**src/rtl/rel_fifo_stream_out_pkg.sv**
```systemverilog
// -----------------------------------------------------------------------------
// rel_fifo_stream_out_pkg
// Shared constants and helpers for the rel_fifo output stage.
//  NumReplicas : number of redundant control replicas (triple modular redundancy)
//  maj3()      : 2-of-3 majority of a 3-bit vector, used by simulation checks
// -----------------------------------------------------------------------------
package rel_fifo_stream_out_pkg;

    localparam int unsigned NumReplicas = 3;

    function automatic logic maj3(input logic [2:0] v);
        return (v[0] & v[1]) | (v[0] & v[2]) | (v[1] & v[2]);
    endfunction

endpackage

```
**src/rtl/TMR_voter_fail.sv**
```systemverilog
// -----------------------------------------------------------------------------
// TMR_voter_fail
// 1-bit 2-of-3 majority voter with disagreement flag.
//  a_i, b_i, c_i     in   1  replica values
//  majority_o        out  1  voted value
//  fault_detected_o  out  1  high when the replicas do not all agree
// -----------------------------------------------------------------------------
module TMR_voter_fail (
    input  logic a_i,
    input  logic b_i,
    input  logic c_i,
    output logic majority_o,
    output logic fault_detected_o
);

    assign majority_o       = (a_i & b_i) | (a_i & c_i) | (b_i & c_i);
    assign fault_detected_o = (a_i ^ b_i) | (a_i ^ c_i);

endmodule

```
**src/rtl/bitwise_TMR_voter_fail.sv**
```systemverilog
// -----------------------------------------------------------------------------
// bitwise_TMR_voter_fail
// Per-bit 2-of-3 majority voter over a vector with a single disagreement flag.
//  a_i, b_i, c_i     in   DataWidth  replica vectors
//  majority_o        out  DataWidth  per-bit voted vector
//  fault_detected_o  out  1          high when any bit position disagrees
// -----------------------------------------------------------------------------
module bitwise_TMR_voter_fail #(
    parameter int unsigned DataWidth = 32
) (
    input  logic [DataWidth-1:0] a_i,
    input  logic [DataWidth-1:0] b_i,
    input  logic [DataWidth-1:0] c_i,
    output logic [DataWidth-1:0] majority_o,
    output logic                 fault_detected_o
);

    assign majority_o       = (a_i & b_i) | (a_i & c_i) | (b_i & c_i);
    assign fault_detected_o = |((a_i ^ b_i) | (a_i ^ c_i));

endmodule

```
**src/rtl/rel_fifo_stream_out_tmr_part.sv**
```systemverilog
// -----------------------------------------------------------------------------
// rel_fifo_stream_out_tmr_part
// One control replica of the rel_fifo output stage: the occupied flag, its
// majority voter (own flop plus the two other replicas) and the pop / next-state
// logic. Next state is computed from the voted flag only, so a flipped flop is
// realigned with its siblings after one clock.
//  clk_i, rst_ni    in   1  clock, asynchronous active-low reset
//  flush_i          in   1  drop register contents
//  empty_i          in   1  FIFO empty
//  ready_i          in   1  sink ready
//  occ_alt_a_i/b_i  in   1  occupied flags of the two other replicas
//  occ_o            out  1  this replica's raw occupied flop
//  occ_v_o          out  1  voted occupied flag (valid)
//  pop_o            out  1  pop request of this replica
//  fault_o          out  1  occupied-flag vote disagreement
// -----------------------------------------------------------------------------
module rel_fifo_stream_out_tmr_part (
    input  logic clk_i,
    input  logic rst_ni,
    input  logic flush_i,
    input  logic empty_i,
    input  logic ready_i,
    input  logic occ_alt_a_i,
    input  logic occ_alt_b_i,
    output logic occ_o,
    output logic occ_v_o,
    output logic pop_o,
    output logic fault_o
);

    logic occ_q;
    logic occ_d;
    logic occ_v;
    logic pop;

    TMR_voter_fail i_occ_voter (
        .a_i              (occ_q),
        .b_i              (occ_alt_a_i),
        .c_i              (occ_alt_b_i),
        .majority_o       (occ_v),
        .fault_detected_o (fault_o)
    );

    always_comb begin
        pop   = ~flush_i & ~empty_i & (~occ_v | ready_i);
        occ_d = 1'b0;
        if (!flush_i) begin
            // Reload on pop, otherwise hold while the sink stalls.
            occ_d = pop | (occ_v & ~ready_i);
        end
    end

    always_ff @(posedge clk_i or negedge rst_ni) begin
        if (!rst_ni) begin
            occ_q <= 1'b0;
        end else begin
            occ_q <= occ_d;
        end
    end

    assign occ_o   = occ_q;
    assign occ_v_o = occ_v;
    assign pop_o   = pop;

endmodule

```
**src/rtl/rel_fifo_stream_out.sv**
```systemverilog
// -----------------------------------------------------------------------------
// rel_fifo_stream_out
// Output stage of rel_fifo: pops the FIFO head into a one-entry register and
// presents it as a valid/ready stream. Control is triplicated with cross-voting;
// data (ECC bits included) passes through undecoded.
//  DataWidth  width of the data path
//  TmrStatus  1: handshake/status ports are 3-bit (one bit per replica)
//             0: 1-bit ports, broadcast in, voted out
//  clk_i         in   1          clock
//  rst_ni        in   1          asynchronous reset, active-low
//  flush_i       in   HsWidth    drop register contents
//  fifo_empty_i  in   HsWidth    FIFO empty
//  fifo_data_i   in   DataWidth  FIFO head data
//  fifo_pop_o    out  HsWidth    FIFO pop
//  valid_o       out  HsWidth    register holds data
//  ready_i       in   HsWidth    sink accepts data_o
//  data_o        out  DataWidth  registered head data
//  fault_o       out  1          any voter disagreement (combinational)
// -----------------------------------------------------------------------------
module rel_fifo_stream_out
    import rel_fifo_stream_out_pkg::*;
#(
    parameter int unsigned  DataWidth = 39,
    parameter bit           TmrStatus = 1'b0,
    localparam int unsigned HsWidth   = TmrStatus ? 3 : 1
) (
    input  logic                 clk_i,
    input  logic                 rst_ni,
    input  logic [HsWidth-1:0]   flush_i,
    input  logic [HsWidth-1:0]   fifo_empty_i,
    input  logic [DataWidth-1:0] fifo_data_i,
    output logic [HsWidth-1:0]   fifo_pop_o,
    output logic [HsWidth-1:0]   valid_o,
    input  logic [HsWidth-1:0]   ready_i,
    output logic [DataWidth-1:0] data_o,
    output logic                 fault_o
);

    logic [NumReplicas-1:0] flush_r;
    logic [NumReplicas-1:0] empty_r;
    logic [NumReplicas-1:0] ready_r;
    logic [NumReplicas-1:0] occ_q_r;
    logic [NumReplicas-1:0] occ_v_r;
    logic [NumReplicas-1:0] pop_r;
    logic [NumReplicas-1:0] occ_fault_r;

    logic [DataWidth-1:0]   load_en;
    logic                   en_fault;
    logic                   out_fault;
    logic [DataWidth-1:0]   data_q;

    // Replicas
    for (genvar gi = 0; gi < NumReplicas; gi++) begin : gen_replica
        if (TmrStatus) begin : gen_tmr_in
            assign flush_r[gi] = flush_i[gi];
            assign empty_r[gi] = fifo_empty_i[gi];
            assign ready_r[gi] = ready_i[gi];
        end else begin : gen_bcast_in
            assign flush_r[gi] = flush_i[0];
            assign empty_r[gi] = fifo_empty_i[0];
            assign ready_r[gi] = ready_i[0];
        end

        (* no_ungroup *) (* no_boundary_optimization *)
        rel_fifo_stream_out_tmr_part i_part (
            .clk_i       (clk_i),
            .rst_ni      (rst_ni),
            .flush_i     (flush_r[gi]),
            .empty_i     (empty_r[gi]),
            .ready_i     (ready_r[gi]),
            .occ_alt_a_i (occ_q_r[(gi + 1) % NumReplicas]),
            .occ_alt_b_i (occ_q_r[(gi + 2) % NumReplicas]),
            .occ_o       (occ_q_r[gi]),
            .occ_v_o     (occ_v_r[gi]),
            .pop_o       (pop_r[gi]),
            .fault_o     (occ_fault_r[gi])
        );
    end

    // Each data bit gets its own voted load enable so a single upset in the
    // enable fan-out cannot corrupt more than the replica it hits.
    bitwise_TMR_voter_fail #(
        .DataWidth (DataWidth)
    ) i_en_voter (
        .a_i              ({DataWidth{pop_r[0]}}),
        .b_i              ({DataWidth{pop_r[1]}}),
        .c_i              ({DataWidth{pop_r[2]}}),
        .majority_o       (load_en),
        .fault_detected_o (en_fault)
    );

    always_ff @(posedge clk_i or negedge rst_ni) begin
        if (!rst_ni) begin
            data_q <= '0;
        end else begin
            for (int i = 0; i < int'(DataWidth); i++) begin
                if (load_en[i]) begin
                    data_q[i] <= fifo_data_i[i];
                end
            end
        end
    end

    assign data_o = data_q;

    // Output / status
    if (TmrStatus) begin : gen_tmr_out
        assign fifo_pop_o = pop_r;
        assign valid_o    = occ_v_r;
        assign out_fault  = 1'b0;
    end else begin : gen_voted_out
        logic pop_fault;
        logic valid_fault;

        TMR_voter_fail i_pop_voter (
            .a_i              (pop_r[0]),
            .b_i              (pop_r[1]),
            .c_i              (pop_r[2]),
            .majority_o       (fifo_pop_o[0]),
            .fault_detected_o (pop_fault)
        );

        TMR_voter_fail i_valid_voter (
            .a_i              (occ_v_r[0]),
            .b_i              (occ_v_r[1]),
            .c_i              (occ_v_r[2]),
            .majority_o       (valid_o[0]),
            .fault_detected_o (valid_fault)
        );

        assign out_fault = pop_fault | valid_fault;
    end

    assign fault_o = (|occ_fault_r) | en_fault | out_fault;

`ifndef RED_CELLS_ASSERTS_OFF
    logic valid_vote;
    logic ready_vote;

    assign valid_vote = maj3(occ_v_r);
    assign ready_vote = maj3(ready_r);

    a_no_pop_when_empty : assert property (
        @(posedge clk_i) disable iff (!rst_ni) ((pop_r & empty_r) == '0)
    );

    a_stall_data_stable : assert property (
        @(posedge clk_i) disable iff (!rst_ni) (valid_vote & ~ready_vote) |=> $stable(data_o)
    );
`endif

endmodule

```
**config.mk**
```make
export PLATFORM = sky130hd
export DESIGN_NAME = rel_fifo_stream_out
export DESIGN_NICKNAME = d
export VERILOG_FILES = /design/src/rtl/rel_fifo_stream_out_pkg.sv /design/src/rtl/TMR_voter_fail.sv /design/src/rtl/bitwise_TMR_voter_fail.sv /design/src/rtl/rel_fifo_stream_out_tmr_part.sv /design/src/rtl/rel_fifo_stream_out.sv
export SDC_FILE = /design/constraint.sdc
export NUM_CORES = 1
export LEC_CHECK = 0
export ABC_AREA = 1
export CELL_PAD_IN_SITES_DETAIL_PLACEMENT = 1
export CELL_PAD_IN_SITES_GLOBAL_PLACEMENT = 2
export CORE_UTILIZATION = 24
export CTS_BUF_LIST = sky130_fd_sc_hd__clkbuf_8
export DETAILED_ROUTE_END_ITERATION = 8
export GPL_TIMING_DRIVEN = 0
export PLACE_DENSITY_LB_ADDON = 0.1
export SLEW_MARGIN = 10
export SYNTH_ARGS = -nofsm -noshare
export SYNTH_HDL_FRONTEND = slang
export SYNTH_SLANG_ARGS = --single-unit
```
**constraint.sdc**
```tcl
create_clock -name clk_i -period 2.7 [get_ports clk_i]
set_input_delay 0.405 -clock clk_i [delete_from_list [all_inputs] [get_ports clk_i]]
set_output_delay 0.405 -clock clk_i [all_outputs]
set_load 0.01 [all_outputs]
```
# Yosys cells after proc, flatten, opt, wreduce, memory -nomap -nowiden
# Index checks and enable logic that the tools add are counted.
[op_classes] muxes=3 n_bitwise=61 reduce_logical=2
[op_table] cell="$and A39 B39 Y39" n=3
[op_table] cell="$or A39 B39 Y39" n=3
[op_table] cell="$xor A39 B39 Y39" n=2
[op_table] cell="$reduce_or A39 Y1" n=1
[op_table] cell="$or A1 B1 Y1" n=24
[op_table] cell="$and A1 B1 Y1" n=16
[op_table] cell="$xor A1 B1 Y1" n=7
[op_table] cell="$not A1 Y1" n=6
[op_table] cell="$mux W1" n=3
[op_table] cell="$reduce_or A3 Y1" n=1
[totals] register_bits=42 in_bits=44 out_inout_bits=42 elab_cells=108

# Depth between registers and ports, before layout
# Gate-level depths: netlist of run 1.
[depth] depth_word=11 mapped_depth=13 depth_no_buf=11

# Modules after synthesis
# Synthesis of run 1 repeated with hierarchy kept, for this count alone.
[hier_totals] cells_unflattened=409 hier_area_um2=3477.1
[by_module_without_submodules] mod="bitwise_TMR_voter_fail" instances=1 cells_each=189 area_each_um2=1596.5 seq_area_each_um2=0.0
[by_module_without_submodules] mod="rel_fifo_stream_out" instances=1 cells_each=160 area_each_um2=1480.2 seq_area_each_um2=975.9
[by_module_without_submodules] mod="TMR_voter_fail" instances=5 cells_each=6 area_each_um2=42.5 seq_area_each_um2=0.0
[by_module_without_submodules] mod="rel_fifo_stream_out_tmr_part" instances=3 cells_each=10 area_each_um2=62.6 seq_area_each_um2=25.0

# Worst setup path after synthesis of run 1
# No wires, ideal clock.
[synth_timing] path_kind="reg2out" startpoint="reg gen_replica[1].i_part.occ_q" endpoint="out fault_o" t_arrival_ns=1.701 path_slack_ns=0.594 stages_incl_launch_ff=11 path_buffers=1 cell_sequence="dfrtp_1 > ha_1 > nor2_4 > nand2_2 > nand2_4 > nand2_8 > buf_2 > inv_1 > ha_1 > nor3_1 > nand2_1"
[synth_via] elab_chain_cells=11 word_cells_on_any_way=36
[synth_rtl] item="start: declaration" line="rel_fifo_stream_out_tmr_part.sv:31" rtl="logic occ_q;"
[synth_rtl] item="start signal: assignment" line="rel_fifo_stream_out_tmr_part.sv:55" rtl="occ_q <= 1'b0;"
[synth_rtl] item="start signal: assignment" line="rel_fifo_stream_out_tmr_part.sv:57" rtl="occ_q <= occ_d;"
[synth_rtl] item="$and A1 B1 Y1" line="TMR_voter_fail.sv:16" rtl="assign majority_o = (a_i & b_i) | (a_i & c_i) | (b_i & c_i);"
[synth_rtl] item="$or A1 B1 Y1 (2 in a row)" line="TMR_voter_fail.sv:16"
[synth_rtl] item="$not A1 Y1" line="rel_fifo_stream_out_tmr_part.sv:45" rtl="pop = ~flush_i & ~empty_i & (~occ_v | ready_i);"
[synth_rtl] item="$or A1 B1 Y1" line="rel_fifo_stream_out_tmr_part.sv:45"
[synth_rtl] item="$and A1 B1 Y1" line="rel_fifo_stream_out_tmr_part.sv:45"
[synth_rtl] item="$xor A39 B39 Y39" line="bitwise_TMR_voter_fail.sv:19" rtl="assign fault_detected_o = |((a_i ^ b_i) | (a_i ^ c_i));"
[synth_rtl] item="$or A39 B39 Y39" line="bitwise_TMR_voter_fail.sv:19"
[synth_rtl] item="$reduce_or A39 Y1" line="bitwise_TMR_voter_fail.sv:19"
[synth_rtl] item="$or A1 B1 Y1" line="rel_fifo_stream_out.sv:134" rtl="assign fault_o = (|occ_fault_r) | en_fault | out_fault;"
[synth_rtl] item="$or A1 B1 Y1 (*)" line="rel_fifo_stream_out.sv:134"
[synth_rtl] item="end: declaration" line="rel_fifo_stream_out.sv:36" rtl="output logic fault_o"
# Mark *: on every way between the ends. The rest lies on a longest branch, timed or not.

# Final worst setup path of run 1
# Same ends and word-level chain as after synthesis.

==> summary.md, run 1 <==
| Metric | Value |
|---|---|
| Top_reg_cell synth | dfrtp_1 |
| Crit path capture type | output port |
| Worst Clk Skew | 0.00203 ns |
| Die Area | 8250 um2 |
| Drt total wl | 5.13 mm |
| Reg-to-reg startpoint | gen_replica[1].i_part.occ_o$_DFF_PN0_ |
| First-pass GRT wire length | 8.76 mm |
| CTS tree | built |
| Placement Setup Slack | -0.345 ns |
| Max Cap Viol | 0 |
| Grt total ovfl | 0 |
| Critical Path RT | 2.30 ns |
| Iteration-0 DRC Markers | 19 |
| Clock buffer depth | 2 |
| Diodes inserted | 0 |
| Status | finished, final reports clean |
| CTS clk-pin slew, worst paths | 0.08 ns |
| Sequential cell area | 1050 um2 |
| Synth area leaders | dfrtp_1 55%, nand2_1 14%, nand3_1 10%, ha_1 4.6%, nand2_2 3.3% |
| Final WS setup | 0.167 ns |
| Hold Path Class | input pin to async pin |
| Mapped cell area | 1890 um2 |
| Fin. max-slew vios | 0 |
| Total CTS buffers | 5 |
| Initial antenna violation count | 0 |
| Mean Syn Cell Area | 9.52 um2 |
| Leakage power figure | 1.48 nW |
| Die W | 90.8 um |
| Multi-input logic area | 752 um2 |
| Ports | 86 |
| Row Count | 32 |
| Crit path kind | flop to output port |
| Vias in the first global route | 1773 |
| Final Power | 0.00180 W |
| RR Endpoint | data_o[16]$_DFFE_PN0P_ |
| Fin area | 3040 um2 |
| Crit-path slowest cell | dfrtp_1 |
| Gate Count Post-Synth | 199 |
| PortBufs | 85 |
| Crit start category | flop |
| Int Pwr | 0.00128 W |
| First drt pass iteration count | 4 |
| P_sw | 0.000517 W |
| Register area share after synthesis | 55.5% |
| Syn nets | 250 |
| Most numerous cell in the Yosys netlist | nand2_1 |
| Clock power frac | 23.0% |
| Layout cells sized above 1 | 16.2% |
| Root Driver | clkbuf_8 |
| Post-Place Cell Area | 2900 um2 |
| Warnings, synthesis | 0 |
| Sequential share of power | 44.3% |
| Fmax | 395 MHz |
| Post-synth EDFFs | 0 |
| Post-synth top cells | 72 x nand2_1, 42 x dfrtp_1, 39 x nand3_1, 10 x nand2_2, 7 x ha_1 |
| Sw Share | 28.8% |
| PwrDens | 590 nW/um2 |
| Fillers | 885 |
| Post-synth ARST share | 100% |
| Yosys top cell area share | 55.5% |
| Post-route minimum period | 2.53 ns |
| CTS Hold Buffers Added | 0 |
| Largest net degree at the start of global routing | 25 |
| Worst-Margin Slew | 0.605 ns |
| GRT Util Overall | 13.3% |
| Crit-path most repeated cell | ha_2 |
| Final period utilization | 93.8% |
| Vias per cell | 4.23 |
| Synthesized flop and latch total | 42 |
| Final setup fails | 0 |
| Worst reg2reg path depth | 13 |
| DP HPWL | 3.71 mm |
| Initial core utilization | 24.6% |
| Core footprint | 7690 um2 |
| CP cell instances | ha_2, nor2_4, nand2_2, nand2_4, nand2_8, buf_8, inv_1, ha_2, nor3_2, nand2_1, clkbuf_2 |
| WL/cell | 12.9 um |
| Comb pwr share | 32.7% |
| Peak fanout along the critical path | 10 |
| Worst skew pair latency | 0.28 ns |
| Area grow syn2layout | 60.6% |
| Maximum VDD drop | 0.238 mV |
| Area leader, netlist | dfrtp_1 |
| Final hold viol count | 0 |
| RSZ-0062 raised after global routing | false |
| Cell variety after synth | 19 |
| Vias | 1687 |
| Slew margin rel. | 59.7% |
| Nets@finish | 347 |
| Drt drc | 0 |
| # H-tree levels | 2 |
| Critical path arrival | 2.13 ns |
| Clock sink total | 42 |
| Antenna viol nets, final | 0 |
| Gpl congestion | 0.664 |
| Slowest Stage Delay on Critical Path | 0.40 ns |
| Die Y | 90.8 um |
| Reg2reg setup slack | 0.48 ns |
[power groups by stage]
stage / Combinational [W] / Sequential (W) / Clock [W]
after global placement: 0.000576 / 0.000807 / 0
after CTS: 0.000600 / 0.000799 / 0.000438
after detailed placement: 0.000586 / 0.000810 / 0
final: 0.000587 / 0.000797 / 0.000413
after floorplan: 0.000180 / 0.000856 / 0
after global routing: 0.000648 / 0.000812 / 0.000457
[cell type report]
type / count / share of cell area, %
plain buffers: 12 / 3.50
clock buffers: 6 / 2.71
clock inverters: 2 / 0.288
inverters: 5 / 0.617
multi-input cells: 140 / 24.7
flip-flops and latches: 42 / 34.5
well taps: 102 / 4.19
repair buffers: 90 / 29.4
[layer usage]
metal,GRT usage (%),wire [um],part of all wire (%)
met5,0,0,0
met4,3.17,34,0.66
met3,3.37,318,6.2
met2,22.3,2440,48
met1,17.2,2330,45
[critical path: cells and delay by family (launching register included)]
family	cells	cell delay [ns]
simple gates	6	0.61
fa+ha+maj	2	0.49
flops	1	0.40
buf+inv	3	0.35
[worst max path at each step]
stage | startpoint | end | slack [ns] | cells after the start
finish | gen_replica[1].i_part.occ_o$_DFF_PN0_ | fault_o | 0.17 | 11
global route | gen_replica[1].i_part.occ_o$_DFF_PN0_ | fault_o | 0.05 | 11
CTS | gen_replica[1].i_part.occ_o$_DFF_PN0_ | fifo_pop_o | 0.007 | 12
detailed placement | fifo_empty_i | fifo_pop_o | -0.35 | 10
global placement | fifo_empty_i | fifo_pop_o | -0.34 | 10
floorplan | gen_replica[1].i_part.occ_o$_DFF_PN0_ | fault_o | 0.59 | 10
[stage by stage]
step                      hold slack, ns  std cells  TNS, ns  util [%]
final                              0.122        399        0      39.6
after floorplan                    0.109        199        0         -
after CTS                          0.139        398        0      39.5
after global placement             0.489        386    -4.44      37.4
after global routing               0.158        399        0      39.6
after detailed placement           0.456        387   -0.599      37.7
[timing repair]
action,in CTS,in global routing
endpoints found under the setup margin,2,3
setup buffers,3,1
gates resized for setup,11,6
pin swaps,2,3
[sequential cells by signal, indices dropped and copies added (netlist names)]
register                  count
data_o                       39
gen_replica.i_part.occ_o      3
[cells in the final DEF (no fill, tap or decap), drive strengths merged]
master / synthesis / routed
dlymetal6s2s: 0 / 1
clkinv: 0 / 1
clkdlybuf4s50: 0 / 81
clkbuf: 0 / 8
a21oi: 3 / 3
ha: 7 / 7
dfrtp: 42 / 42
nand2: 85 / 85
nor3: 1 / 1
or3: 1 / 1
buf: 12 / 18
inv: 5 / 6
nor2: 3 / 3
nor4: 1 / 1
nand3: 39 / 39
[cell families after synthesis]
| family | count (synthesis) | synth area share [%] |
|---|---|---|
| flip-flops | 42 | 55.5 |
| adder cells (fa/ha/maj) | 7 | 4.62 |
| buffers and inverters | 17 | 6.08 |
| AND/OR/NAND/NOR | 130 | 33.0 |
| AO/OA/AOI/OAI | 3 | 0.792 |
No activity file was read; power rests on OpenSTA's default activity.
==> run 2, diff against run 1 <==
CTS_CLUSTER_DIAMETER = 150   (was unset)
==> results of run 2 <==
Same layout as run 1: the final DEF is identical, and so are final timing and power.
